<file path="config.mk">
export PLATFORM = sky130hd
export DESIGN_NAME = key_filter_multi
export DESIGN_NICKNAME = d
export VERILOG_FILES = /design/src/rtl/key_filter_multi.sv
export SDC_FILE = /design/constraint.sdc
export NUM_CORES = 1
export LEC_CHECK = 0
export CORE_AREA = 2 2 309 189
export DETAILED_ROUTE_END_ITERATION = 6
export DIE_AREA = 0 0 311 191
export GPL_ROUTABILITY_DRIVEN = 0
export GPL_TIMING_DRIVEN = 0
export SLEW_MARGIN = 0
export SYNTH_ARGS = -nofsm -noshare
export SYNTH_HDL_FRONTEND = slang
export SYNTH_SLANG_ARGS = --single-unit
</file>
<file path="constraint.sdc">
create_clock -name clk -period 3.72 [get_ports clk]
set_clock_uncertainty 0.05 [all_clocks]
set_input_delay 0.744 -clock clk [delete_from_list [all_inputs] [get_ports clk]]
set_output_delay 0.744 -clock clk [all_outputs]
set_load 0.05 [all_outputs]
</file>
<file path="src/rtl/key_filter_multi.sv">
// N-channel push-button conditioner: per-key 2-flop synchroniser, press/release
// debounce, long-press detection and auto-repeat, all outputs registered.
module key_filter_multi #(
  parameter int unsigned NUM_KEYS        = 4,
  parameter int unsigned ACTIVE_LOW      = 1,
  parameter int unsigned DEBOUNCE_CYCLES = 1_000_000,
  parameter int unsigned LONG_CYCLES     = 50_000_000,
  parameter int unsigned REPEAT_CYCLES   = 10_000_000,
  parameter int unsigned CNT_W           = 26
) (
  input  logic                clk,
  input  logic                rst_n,
  input  logic [NUM_KEYS-1:0] key_in,
  output logic [NUM_KEYS-1:0] key_state,
  output logic [NUM_KEYS-1:0] press_pulse,
  output logic [NUM_KEYS-1:0] release_pulse,
  output logic [NUM_KEYS-1:0] long_pulse,
  output logic [NUM_KEYS-1:0] repeat_pulse
);

  typedef enum logic [1:0] {
    ST_IDLE    = 2'd0,
    ST_FILT_DN = 2'd1,
    ST_DOWN    = 2'd2,
    ST_FILT_UP = 2'd3
  } state_e;

  localparam logic             IDLE_LVL  = (ACTIVE_LOW != 0);
  localparam logic             LONG_EN   = (LONG_CYCLES != 0);
  localparam logic             REP_EN    = (REPEAT_CYCLES != 0);
  localparam logic [CNT_W-1:0] DEB_LAST  = CNT_W'(DEBOUNCE_CYCLES - 1);
  localparam logic [CNT_W-1:0] LONG_LAST = CNT_W'(LONG_CYCLES - 1);
  localparam logic [CNT_W-1:0] REP_LAST  = CNT_W'(REPEAT_CYCLES - 1);
  localparam logic [CNT_W-1:0] CNT_ONE   = CNT_W'(1);

  for (genvar g = 0; g < NUM_KEYS; g++) begin : g_ch
    logic             sync1_q, sync2_q;
    logic             pressed;
    state_e           state_q, state_d;
    logic [CNT_W-1:0] dcnt_q, dcnt_d;
    logic [CNT_W-1:0] hcnt_q, hcnt_d;
    logic             long_done_q, long_done_d;
    logic             ks_q, ks_d;
    logic             press_q, press_d;
    logic             rel_q, rel_d;
    logic             long_q, long_d;
    logic             rep_q, rep_d;

    // Synchronised sample normalised so that 1 always means pressed
    assign pressed = sync2_q ^ IDLE_LVL;

    // State, counters and output registers; sync flops reset to idle level
    always_ff @(posedge clk or negedge rst_n) begin
      if (!rst_n) begin
        sync1_q     <= IDLE_LVL;
        sync2_q     <= IDLE_LVL;
        state_q     <= ST_IDLE;
        dcnt_q      <= '0;
        hcnt_q      <= '0;
        long_done_q <= 1'b0;
        ks_q        <= 1'b0;
        press_q     <= 1'b0;
        rel_q       <= 1'b0;
        long_q      <= 1'b0;
        rep_q       <= 1'b0;
      end else begin
        sync1_q     <= key_in[g];
        sync2_q     <= sync1_q;
        state_q     <= state_d;
        dcnt_q      <= dcnt_d;
        hcnt_q      <= hcnt_d;
        long_done_q <= long_done_d;
        ks_q        <= ks_d;
        press_q     <= press_d;
        rel_q       <= rel_d;
        long_q      <= long_d;
        rep_q       <= rep_d;
      end
    end

    // Debounce / hold FSM next-state and next-output logic
    always_comb begin
      state_d     = state_q;
      dcnt_d      = dcnt_q;
      hcnt_d      = hcnt_q;
      long_done_d = long_done_q;
      ks_d        = ks_q;
      press_d     = 1'b0;
      rel_d       = 1'b0;
      long_d      = 1'b0;
      rep_d       = 1'b0;

      case (state_q)
        ST_IDLE: begin
          if (pressed) begin
            state_d = ST_FILT_DN;
            dcnt_d  = '0;
          end
        end

        ST_FILT_DN: begin
          if (!pressed) begin
            state_d = ST_IDLE;
          end else if (dcnt_q == DEB_LAST) begin
            state_d     = ST_DOWN;
            press_d     = 1'b1;
            ks_d        = 1'b1;
            hcnt_d      = '0;
            long_done_d = 1'b0;
          end else begin
            dcnt_d = dcnt_q + CNT_ONE;
          end
        end

        ST_DOWN: begin
          if (!pressed) begin
            state_d = ST_FILT_UP;
            dcnt_d  = '0;
          end else if (!long_done_q && LONG_EN && (hcnt_q == LONG_LAST)) begin
            long_d      = 1'b1;
            long_done_d = 1'b1;
            hcnt_d      = '0;
          end else if (long_done_q && REP_EN && (hcnt_q == REP_LAST)) begin
            rep_d  = 1'b1;
            hcnt_d = '0;
          end else if (hcnt_q != '1) begin
            hcnt_d = hcnt_q + CNT_ONE;
          end
        end

        ST_FILT_UP: begin
          // Hold counter stays frozen here and resumes if the key bounces back
          if (pressed) begin
            state_d = ST_DOWN;
          end else if (dcnt_q == DEB_LAST) begin
            state_d     = ST_IDLE;
            rel_d       = 1'b1;
            ks_d        = 1'b0;
            hcnt_d      = '0;
            long_done_d = 1'b0;
          end else begin
            dcnt_d = dcnt_q + CNT_ONE;
          end
        end

        default: begin
          state_d     = ST_IDLE;
          dcnt_d      = '0;
          hcnt_d      = '0;
          long_done_d = 1'b0;
          ks_d        = 1'b0;
        end
      endcase
    end

    assign key_state[g]     = ks_q;
    assign press_pulse[g]   = press_q;
    assign release_pulse[g] = rel_q;
    assign long_pulse[g]    = long_q;
    assign repeat_pulse[g]  = rep_q;
  end

endmodule

</file>
==> results of run 1 <==
[worst max-delay path by stage]
stage                             from                  to  slack [ps]  cells after the start
CTS                 g_ch[3].hcnt_q[18]   g_ch[3].hcnt_q[0]         310                      7
global route        g_ch[3].hcnt_q[18]   g_ch[3].hcnt_q[0]          60                      7
finish              g_ch[3].hcnt_q[18]   g_ch[3].hcnt_q[0]         280                      7
floorplan           g_ch[1].dcnt_q[20]  g_ch[1].hcnt_q[25]         970                      8
global placement                 rst_n  g_ch[1].dcnt_q[17]       -9250                      1
detailed placement   g_ch[2].dcnt_q[0]  g_ch[2].hcnt_q[19]         320                      8
[registers in the layout, summed over array words and instances, names as in the netlist, named ones only]
register	count
g_ch.dcnt_q	104
g_ch.hcnt_q	104
g_ch.ks_q	4
g_ch.long_done_q	4
g_ch.long_q	4
g_ch.press_q	4
g_ch.rel_q	4
g_ch.rep_q	4
g_ch.state_q	4
g_ch.sync1_q	4
g_ch.sync2_q	4
[layer usage]
metal | part of all wire | vias up | track usage
li1 | - | 5985 | -
met1 | 0.52 | 6046 | 0.1976
met2 | 0.38 | 440 | 0.1638
met3 | 0.083 | 40 | 0.02484
met4 | 0.016 | 0 | 0.02360
met5 | 0 | - | 0
[critical path: cells and delay by family, from the launching register on]
kind,cells,cell delay (ps)
and+or+nand+nor,3,1260
DFF,1,440
buffers and inverters,1,480
muxes,1,270
AOI/OAI and AO/OA,2,820
[report_power, final]
group | total (mW) | internal (mW) | switching, mW | leakage [nW]
Combinational | 0.193 | 0.0519 | 0.141 | 2.51
Sequential | 2.78 | 2.74 | 0.0384 | 3.42
Clock | 2.73 | 1.57 | 1.16 | 0.432
Total | 5.70 | 4.36 | 1.34 | 6.36
[per-stage QoR]
stage                     power [mW]  hold WS [ps]
after floorplan                2.909         295.2
after global placement         3.007         298.2
after detailed placement       3.020         297.5
after CTS                      5.808         21.40
after global routing           5.945         47.50
final                          5.698         23.08
[area by class of cell]
type	instances	area [um2]	share of cell area
timing repair buffer	27	310.3	0.01916
multi-input combinational	1188	7153	0.4417
tap	770	963.4	0.05950
clock inverter	8	105.1	0.006491
clock buffer	42	772.0	0.04767
buffer	98	455.4	0.02813
inverter	58	217.7	0.01344
sequential	248	6216	0.3839
[repair_timing]
action	4_1_cts	5_1_grt
hold buffers	0	0
buffers inserted	0	0
resized for setup	0	1
setup endpoints to repair	0	2
[cell usage after synthesis, types with 10 or more instances]
| cell | number | area, um2 |
|---|---|---|
| clkbuf_1 | 69 | 259.0 |
| inv_1 | 58 | 217.7 |
| a22o_1 | 37 | 324.1 |
| a21oi_1 | 65 | 325.3 |
| and3_1 | 45 | 281.5 |
| nor4b_1 | 17 | 148.9 |
| or4_1 | 12 | 90.09 |
| buf_4 | 20 | 150.1 |
| or3_1 | 27 | 168.9 |
| xor2_1 | 23 | 201.4 |
| nor3_1 | 60 | 300.3 |
| nand2_1 | 150 | 563.0 |
| o21ai_0 | 100 | 500.5 |
| a21o_1 | 14 | 105.1 |
| and2_1 | 13 | 81.33 |
| nor2_1 | 132 | 495.5 |
| mux2i_1 | 23 | 230.2 |
| nor4_1 | 34 | 212.7 |
| or2_2 | 14 | 87.58 |
| a31oi_1 | 44 | 275.3 |
| ha_1 | 12 | 150.1 |
| nand4_1 | 62 | 387.9 |
| dfrtp_1 | 240 | 6006 |
| and4_1 | 21 | 183.9 |
| xnor2_1 | 30 | 262.8 |
| a22oi_1 | 10 | 75.07 |
| nand3_1 | 107 | 535.5 |
[logic make-up (layout without fill, tap and decap cells)]
kind of cell             count (synthesis)  after routing  share of synthesized area
adder cells (fa/ha/maj)                 12             12                    0.01069
flip-flops                             248            248                     0.4427
XOR/XNOR                                53             53                    0.03306
buffers and inverters                  156            233                    0.04794
AO/OA/AOI/OAI                          365            365                     0.1729
AND/OR/NAND/NOR                        732            732                     0.2739
multiplexers                            26             26                    0.01880
==> reports/metrics.yaml, run 1 <==
floorplanning:
  start_util: 0.2478
  core_um2: 56660
  die_h_um: 191
  pin_count: 26
  num_rows: 68
  die_width_um: 311
  dieArea_um2: 59400
worst_setup_path:
  reg2reg_depth: 7
  start_kind: "flip-flop"
  worstPathArrival_ps: 3850
  r2r-end: "g_ch[3].hcnt_q[0]"
  r2r-start: "g_ch[3].hcnt_q[18]"
  slowest_stage: "or4b_2"
  endpoint_kind: "flip-flop"
  path_cells: "or4b_2, nor4_1, a21boi_1, a211o_1, clkbuf_1, nor2_1, mux2_2"
  rrSetupSlack_ps: 280
  crit_path_max_fanout: 10
  worstPathRequired_ps: 4130
  crit_type: "flip-flop to flip-flop"
  critPathMaxStageDelay_ps: 720
timing:
  setup_tns_ps: 0
  worst_slack_ps: 275.6
  worst_pin_slew_ps: 1214
  rsz0062_at_grt: "false"
  max_freq_mhz: 290.3
  min_period_over_period: 0.9259
  period_minus_slack_ps: 3444
  slew_violations: 0
  maxSlewHeadroom: 0.1804
  finalSetupViolations: 0
  hold_viol_final: 0
route:
  dr.pass1.iters: 5
  drc: 0
  num_vias: 12511
  routed_wl_um: 36920
  wl_per_cell_um: 15.14
  viasPerCell: 5.130
  ant_nets: 0
  drtIter0Drc: 1158
pwr:
  vdd_drop_max_mv: 0.3106
  power.density_nw_per_um2: 351.9
  p_leak_nw: 6.357
synthesis:
  synth_cell_types: 72
  async_reset_ff_frac: 1.000
  synth_edf_count: 0
  yosys_register_bits: 248
  synth.avg_cell_area_um2: 8.820
  syn_nets: 1610
  yosys_warnings: 0
  synth-main-ff-cell: "dfrtp_1"
  synthCells: 1592
  synth_area_um2: 14040
  ys_seq_area_frac: 0.4427
finish:
  layout_commonest_cell: "dfrtp_1"
  nets: 1666
  final_cell_mix: "dfrtp_1 (240), nand2_1 (150), nor2_1 (132), nand3_1 (107), o21ai_0 (100)"
  stdcell_area_um2: 16190
  drive_above_1_share: 0.06531
  num-fill-cells: 5990
  post-route-util: 0.2858
  instances_no_fill: 2439
  diodes: 0
  areaGrowthSynthToFinish_pct: 15.32
clocking:
  htree_levels: 1
  cts-buffers-inserted: 27
  cts_root_buffer: "clkbuf_16"
  clk_path_buf_depth: 3
  cts.sinks: 248
  cts.clk_slew.worst_paths_ps: 60
  cts_tree: "yes"
  insertion_delay_ps: 580
grt:
  antenna_found_initial: 0
  grt_max_degree: 115
  grt-ovfl-total: 0
  grt_pass1_wl_um: 61780
  grtUsageTotal: 0.1227
  grt_pass1_vias: 11623
placement:
  io_buffers: 25
  placedCellCount: 2389
  dp_hpwl_um: 25640
  post_dp_cell_area_um2: 15320
  post-place-ws_ps: 316.4
run_status:
  status: "completed"
hold_path:
  hold_path.class: "primary input to async pin"
run:
  cap_violations: 0
Power figures use the tool's default switching activity.
==> run 2: changes to the inputs <==
Settings changed: CORE_AREA 2 2 309 189 to 2 2 215 270, CTS_CLUSTER_SIZE set to 28, DIE_AREA 0 0 311 191 to 0 0 217 272.
==> reports/metrics.yaml, run 2 (synthesized netlist as in run 1, its figures left out) <==
timing:
  worst_pin_slew_ps: 1107  # -106.4 ps
  holdWs_ps: 107.0  # +83.88 ps
  hold_viol_final: 0  # unchanged
  slew_violations: 0  # unchanged
  finalSetupViolations: 0  # unchanged
  min_period_over_period: 0.9074  # -0.01846
  rsz0062_at_grt: "false"
  maxSlewHeadroom: 0.2551  # +0.07471
  period_minus_slack_ps: 3376  # -68.68 ps
  max_freq_mhz: 296.2  # +2.0%
pwr:
  p_leak_nw: 6.474  # +1.8%
  combPwrFrac: 0.030  # -0.004
  vdd_drop_max_mv: 0.3386  # +9.0%
  clkPwrFrac: 0.527  # +0.048
  p_switching_mw: 1.390  # +3.7%
  p_seq_frac: 0.442  # -0.045
  intPower_mw: 4.882  # +12%
  swShare: 0.2216  # -0.01368
  power.density_nw_per_um2: 382.0  # +8.6%
grt:
  grtUsageTotal: 0.1188  # -0.003946
  grt-ovfl-total: 0  # unchanged
  antenna_found_initial: 0  # unchanged
  grt_pass1_vias: 12341  # +6.2%
  grt_pass1_wl_um: 60440  # -2.2%
  grt_max_degree: 93  # -19%
clocking:
  insertion_delay_ps: 570  # about the same
  cts.sinks: 248  # unchanged
  cts_root_buffer: "clkbuf_16"
  cts_resized: 0  # unchanged
  cts.clk_slew.worst_paths_ps: 60  # about the same
  clk_path_buf_depth: 3  # unchanged
  cts_setup_buffers: 0  # unchanged
  cts_tree: "yes"
  htree_levels: 1  # unchanged
  cts-buffers-inserted: 31  # +15%
  hold_buffers: 0  # unchanged
route:
  drtIter0Drc: 910  # -21%
  drc: 0  # unchanged
  wl_per_cell_um: 14.72  # -2.8%
  dr.pass1.iters: 6  # +1
  num_vias: 12403  # -0.86%
  ant_nets: 0  # unchanged
  viasPerCell: 5.113  # -0.33%
  routed_wl_um: 35700  # -3.3%
finish:
  layout_commonest_cell: "dfrtp_1"
  nets: 1670  # +0.24%
  regArea_um2: 6216  # unchanged
  top_regs: "g_ch.dcnt_q: 104 flops, g_ch.hcnt_q: 104 flops"
  post-route-util: 0.2898  # +0.004074
  drive_above_1_share: 0.07339  # +0.008080
  final_cell_mix: "dfrtp_1 (240), nand2_1 (150), nor2_1 (132), nand3_1 (107), o21ai_0 (100)"
  diodes: 0  # unchanged
  multi_input_area_um2: 7153  # unchanged
  num-fill-cells: 5995  # +0.083%
  areaGrowthSynthToFinish_pct: 16.93
floorplanning:
  num_rows: 98  # +44%
  pin_count: 26  # unchanged
  core_um2: 56650  # about the same
  start_util: 0.2479  # about the same
  die_h_um: 272  # +42%
  die_width_um: 217  # -30%
  dieArea_um2: 59020  # -0.63%
worst_setup_path:
  start_kind: "flip-flop"
  worstPathRequired_ps: 4120  # about the same
  crit_type: "flip-flop to flip-flop"
  crit_path_max_fanout: 10  # unchanged
  worstPathArrival_ps: 3780  # -70 ps
  endpoint_kind: "flip-flop"
placement:
  io_buffers: 25  # unchanged
  dp_hpwl_um: 24440  # -4.7%
run:
  cap_violations: 0  # unchanged
run_status:
  status: "completed"
hold_path:
  hold_path.class: "primary input to async pin"
-- run 2: cell types whose count changed in the layout (fill, tap and decap cells not counted), sizes merged --
cell      before  now
inv           59   58
clkinvlp       0    3
bufinv         2    6
clkbuf       111  112
-- run 2: final timing paths --
path                            slack (ps)  depth (start not counted)               start                 end
worst min register to register         300                          0     g_ch[2].sync1_q     g_ch[2].sync2_q
min in group clk                       300                          0     g_ch[2].sync1_q     g_ch[2].sync2_q
worst min-delay path                   110                          1               rst_n  g_ch[2].hcnt_q[17]
worst max register to register         340                          7  g_ch[3].hcnt_q[18]   g_ch[3].hcnt_q[0]
max in group asynchronous             2240                          3               rst_n     g_ch[3].sync2_q
worst max-delay path                   340                          7  g_ch[3].hcnt_q[18]   g_ch[3].hcnt_q[0]
-- run 2: area by class of cell --
type | instances | area share
Sequential cell | 248 | 0.3786
Inverter | 58 | 0.01326
Clock buffer | 43 | 0.05487
Buffer | 98 | 0.02774
Tap cell | 750 | 0.05715
Timing Repair Buffer | 27 | 0.01890
Clock inverter | 14 | 0.01387
Multi-Input combinational cell | 1188 | 0.4356
-- run 2: power by group through the flow --
stage                     Sequential [mW]  Clock (mW)  Combinational, mW
final                                2.77        3.31              0.189
after global routing                 2.78        3.53              0.219
after CTS                            2.77        3.41              0.196
after detailed placement             2.82           0              0.195
after global placement               2.82           0              0.183
after floorplan                      2.81           0             0.0942
-- run 2: metrics by stage --
stage          instance area, um2  setup slack [ps]  power (mW)  setup TNS (ps)  cells
6_report                    16420             344.3       6.272               0   2426
3_3_place_gp                15230             -9089       3.007        -2218410   2367
5_1_grt                     16420             158.8       6.528               0   2426
3_5_place_dp                15290             389.7       3.019               0   2369
2_1_floorplan               14040             965.7       2.909               0   1592
4_1_cts                     16420             367.8       6.385               0   2426
-- run 2: worst max-delay path, stage by stage, from the launching register on --
cell      delay [ps]
dfrtp_1          450
or4b_2           680
nor4_1           420
a21boi_1         590
a211o_1          270
clkbuf_1         440
nor2_1            90
mux2_2           270
-- run 2: per-layer routing --
| metal | vias to the layer above | share of wire | global-route usage |
|---|---|---|---|
| li1 | 5992 | - | - |
| met1 | 6027 | 0.44 | 0.1460 |
| met2 | 299 | 0.49 | 0.2097 |
| met3 | 85 | 0.044 | 0.01541 |
| met4 | 0 | 0.030 | 0.04668 |
| met5 | - | 0 | 0 |
==> patch 1: new RTL, flow settings as in run 1 <==
Change the parameter `NUM_KEYS` from 4 to 6.
--- a/src/rtl/key_filter_multi.sv
+++ b/src/rtl/key_filter_multi.sv
@@ -1,7 +1,7 @@
 // N-channel push-button conditioner: per-key 2-flop synchroniser, press/release
 // debounce, long-press detection and auto-repeat, all outputs registered.
 module key_filter_multi #(
-  parameter int unsigned NUM_KEYS        = 4,
+  parameter int unsigned NUM_KEYS        = 6,
   parameter int unsigned ACTIVE_LOW      = 1,
   parameter int unsigned DEBOUNCE_CYCLES = 1_000_000,
   parameter int unsigned LONG_CYCLES     = 50_000_000,
Ports: changed (6 resized); port bits go from 26 to 38. The function was not compared with the original's and may differ.
==> patch 1 against run 1 <==
Hold slack gained 0.050 ns. Sequential cell count grew 124. Synthesized area rose by 47%. Wire length is 41% higher. Count of clock-buffer cells in the layout rose by 23. Total power grew 51%. Clock power rose by 53%. Final area rose by 44%. Maximum frequency rose by 3.2%. Global-route usage increased by 5.3 points. First-iteration DRC count is 54% higher. Worst setup slack gained 0.11 ns. Critical path type unchanged. Critical endpoint is now g_ch[0].hcnt_q[2]. Largest cell class unchanged.
==> patch 1: results (changes against run 1) <==
Run status
  • Outcome: complete, no violations

Placed design
  • IO buf count: 37 (+48%)
  • Placed inst area: 22000 um^2 (+44%)
  • Placed Cells: 3146 (+32%)
  • Pre-CTS worst setup slack: 0.499 ns (+0.182 ns)
  • Hpwl dp: 36.3 mm (+41%)

Logic synthesis
  • Sequential area share after synthesis: 0.453 (+0.0104)
  • Synth top area cells: dfrtp_1, nand2_1, nand3_1
  • Post-synthesis mux area share: 0.00882 (-0.00999)
  • Cells after synthesis: 2336 (+47%)
  • Net Count, Synth: 2362 (+47%)
  • Ys async rst share: 1.00 (unchanged)
  • Post-synthesis adder-cell area fraction: 0.0109 (+0.000251)
  • XOR/XNOR Fraction of Synth Area: 0.0409 (+0.00780)
  • Post-synth top cells: dfrtp_1, nand2_1, nor2_1
  • Synth warnings: 0 (unchanged)
  • Netlist cell types: 84 (+17%)
  • Area fraction in compound gates after synthesis: 0.143 (-0.0295)

Critical path
  • RR Endpoint: g_ch[0].hcnt_q[2]
  • CP startpoint kind: flop
  • CP max FO: 10 (unchanged)
  • Reg2reg start: g_ch[0].dcnt_q[6]
  • CP arrival: 3.72 ns (-0.13 ns)
  • Crit. End Element: flop
  • Critical Path Slowest Stage Cell: clkbuf_1
  • R2R setup slack: 0.38 ns (+0.11 ns)
  • CP peak stage delay: 0.55 ns (-0.17 ns)
  • R2R depth: 8 (+1)
  • Critical path origin: g_ch[0].dcnt_q[6]

Drt
  • Drt first pass iters: 6 (+1)
  • DRC Markers: 0 (unchanged)
  • Initial DRC Count: 1778 (+54%)
  • Post-DR wirelength/cell: 16.2 um (+7.0%)
  • Vias: 18200 (+46%)
  • Routed vias/inst: 5.65 (+10%)

Power and ir drop
  • P_int: 6.64 mW (+52%)
  • Max VDD drop: 0.280 mV (-10%)
  • Logic pwr share: 0.031 (-0.003)
  • Clock Power Share: 0.486 (+0.007)
  • Design Power: 8.61 mW (+51%)
  • Static Leakage: 9.11 nW (+43%)

Cells and area
  • Layout cells sized above 1: 0.0730 (+0.00769)
  • Area of the multi-input gates: 10300 um^2 (+44%)
  • Largest registers: g_ch.dcnt_q (156), g_ch.hcnt_q (156)
  • Final-layout fill cell count: 5618 (-6.2%)
  • Antenna cells: 0 (unchanged)

Global routing
  • Gr usage total: 0.176 (+0.0528)
  • Largest net degree at the start of global routing: 117 (+1.7%)
  • Vias in the first global route: 17100 (+47%)
  • Initial antenna violation count: 0 (unchanged)
  • First-pass GRT wire length: 88.8 mm (+44%)

Timing
  • Hold WS: 0.0735 ns (+0.0504 ns)
  • F_max: 300 MHz (+3.2%)
  • Rel. slew slack: 0.213 (+0.0328)

Clocking
  • Post-CTS Setup Bufs: 0 (unchanged)
  • Later-pin clock latency in the skew report: 0.55 ns (-0.03 ns)
  • Num CTS Buffers: 41 (+52%)
  • H-tree Lvls: 2 (+1)
  • Root buffer cell: clkbuf_16

Job
  • Max-cap violation count: 0 (unchanged)
==> patch 1: changes by cell type after synthesis, moves of 24 or more <==
| cell | change |
|---|---|
| xnor2_1 | +28 |
| or3_1 | +48 |
| o21ai_0 | +52 |
| a21oi_1 | +28 |
| nand3_1 | +59 |
| dfrtp_1 | +120 |
| nand2_1 | +102 |
| nor3_1 | +61 |
| o21ai_1 | +24 |
| nor2_1 | +54 |
| nor4_1 | +28 |
==> patch 1: layout make-up <==
cell class                 count  area share
tap                          770      0.0412
clock inverter                11     0.00508
multi-input combinational   1761       0.442
buffer                       123      0.0272
clock buffer                  65      0.0538
inverter                      80      0.0128
sequential                   372       0.399
timing repair buffer          40      0.0196
==> patch 1: layer usage <==
metal  share of wire  vias up  track usage
met2            0.40      556        0.242
met3           0.070       65       0.0293
met5               0        -            0
met1            0.52     8845        0.282
li1                -     8751            -
met4           0.013        0       0.0338
==> patch 2: new RTL, config.mk and constraints of run 1 <==
Without the edit above. Register the output `release_pulse` once more, without a reset; this adds one clock of latency there. The other outputs are not delayed to match.
--- a/src/rtl/key_filter_multi.sv
+++ b/src/rtl/key_filter_multi.sv
@@ -32,6 +32,8 @@
   localparam logic [CNT_W-1:0] LONG_LAST = CNT_W'(LONG_CYCLES - 1);
   localparam logic [CNT_W-1:0] REP_LAST  = CNT_W'(REPEAT_CYCLES - 1);
   localparam logic [CNT_W-1:0] CNT_ONE   = CNT_W'(1);
+
+  logic [NUM_KEYS-1:0] release_pulse_d;
 
   for (genvar g = 0; g < NUM_KEYS; g++) begin : g_ch
     logic             sync1_q, sync2_q;
@@ -155,10 +157,14 @@
 
     assign key_state[g]     = ks_q;
     assign press_pulse[g]   = press_q;
-    assign release_pulse[g] = rel_q;
+    assign release_pulse_d[g] = rel_q;
     assign long_pulse[g]    = long_q;
     assign repeat_pulse[g]  = rep_q;
   end
 
+  always_ff @(posedge clk) begin
+    release_pulse <= release_pulse_d;
+  end
+
 endmodule
 
Check against the original RTL: same outputs for any inputs over 4 cycles, from zero or initial values and one cycle with rst_n low; that may be too few to reach the edited logic, so the function may still have changed.
==> patch 2 against run 1 <==
Sequential cell count is 4 higher. Final area is 1.6% higher. Synthesized area is 1.0% higher. Worst setup slack better by 0.40 ns. Sequential share of layout area is 0.10 points lower. Critical path depth stayed put. Non-clock buffer count is 10 lower. Wire length is 1.5% higher. Hold slack better by 0.27 ns. Total power is 4.8% higher. Critical endpoint is now g_ch[2].dcnt_q[5]. Highest routed layer unchanged.
==> patch 2: results (changes against run 1) <==
Placed design
  • Placed inst area: 15500 um^2 (+0.94%)
  • Placed Cells: 2379 (-0.42%)
  • Hpwl dp: 26.2 mm (+2.0%)
  • Pre-CTS worst setup slack: 0.795 ns (+0.479 ns)

Logic synthesis
  • Ys async rst share: 0.984 (-0.0159)
  • Syn_area_per_cell: 8.97 um^2 (+1.7%)
  • Synth top area cells: dfrtp_1, nor2_1, o21ai_0
  • Net Count, Synth: 1600 (-0.62%)

Drt
  • Drt first pass iters: 6 (+1)
  • Vias: 12700 (+1.3%)
  • Initial DRC Count: 1372 (+18%)

Power and ir drop
  • Max VDD drop: 0.303 mV (-2.3%)
  • P_comb: 184 uW (-5%)
  • Net Sw Frac: 0.227 (-0.00812)
  • P_int: 4.61 mW (+5.9%)

Timing
  • Hold WS: 0.291 ns (+0.268 ns)
  • F_max: 329 MHz (+13%)

Critical path
  • Setup crit end: g_ch[2].dcnt_q[5]
  • Reg2reg start: g_ch[2].dcnt_q[15]
  • CP max FO: 9 (-1)
  • CP arrival: 3.41 ns (-0.44 ns)

Global routing
  • Vias in the first global route: 11800 (+1.9%)

Cells and area
  • Area Overhead vs Synth: 15.9%
  • Final-layout fill cell count: 5978 (-0.20%)
  • Layout cells sized above 1: 0.0728 (+0.00754)
  • Nets@finish: 1658 (-0.48%)

Clocking
  • Num CTS Buffers: 28 (+3.7%)

Run status
  • Outcome: complete, no violations
[patch 2: area by class of cell]
type,instances,share of cell area
buffer,87,0.0254
clock buffer,44,0.0524
clock inverter,7,0.00685
inverter,42,0.00959
multi-input combinational,1201,0.445
sequential,252,0.383
tap,770,0.0586
timing repair buffer,28,0.0195
[patch 2: cells by family after synthesis]
group	Yosys count	share of synthesized area
compound gates	357	0.171
buf+inv	129	0.0406
flops	252	0.444
fa+ha+maj	12	0.0106
xor+xnor	66	0.0407
simple gates	756	0.286
mux	10	0.00741
[patch 2: per-layer routing]
layer	up-vias	GRT usage	part of all wire
li1	6003	-	-
met5	-	0	0
met1	6166	0.202	0.52
met2	464	0.168	0.38
met4	0	0.0277	0.016
met3	43	0.0240	0.080
[patch 2: critical path: stages (launching register included)]
cell and delay [ns]:
dfrtp_1 0.45, nor4_1 0.40, nand4_1 0.35, o21ai_1 0.64, clkinv_1 0.47, and4_1 0.34
xnor2_1 0.15, nor2_1 0.05
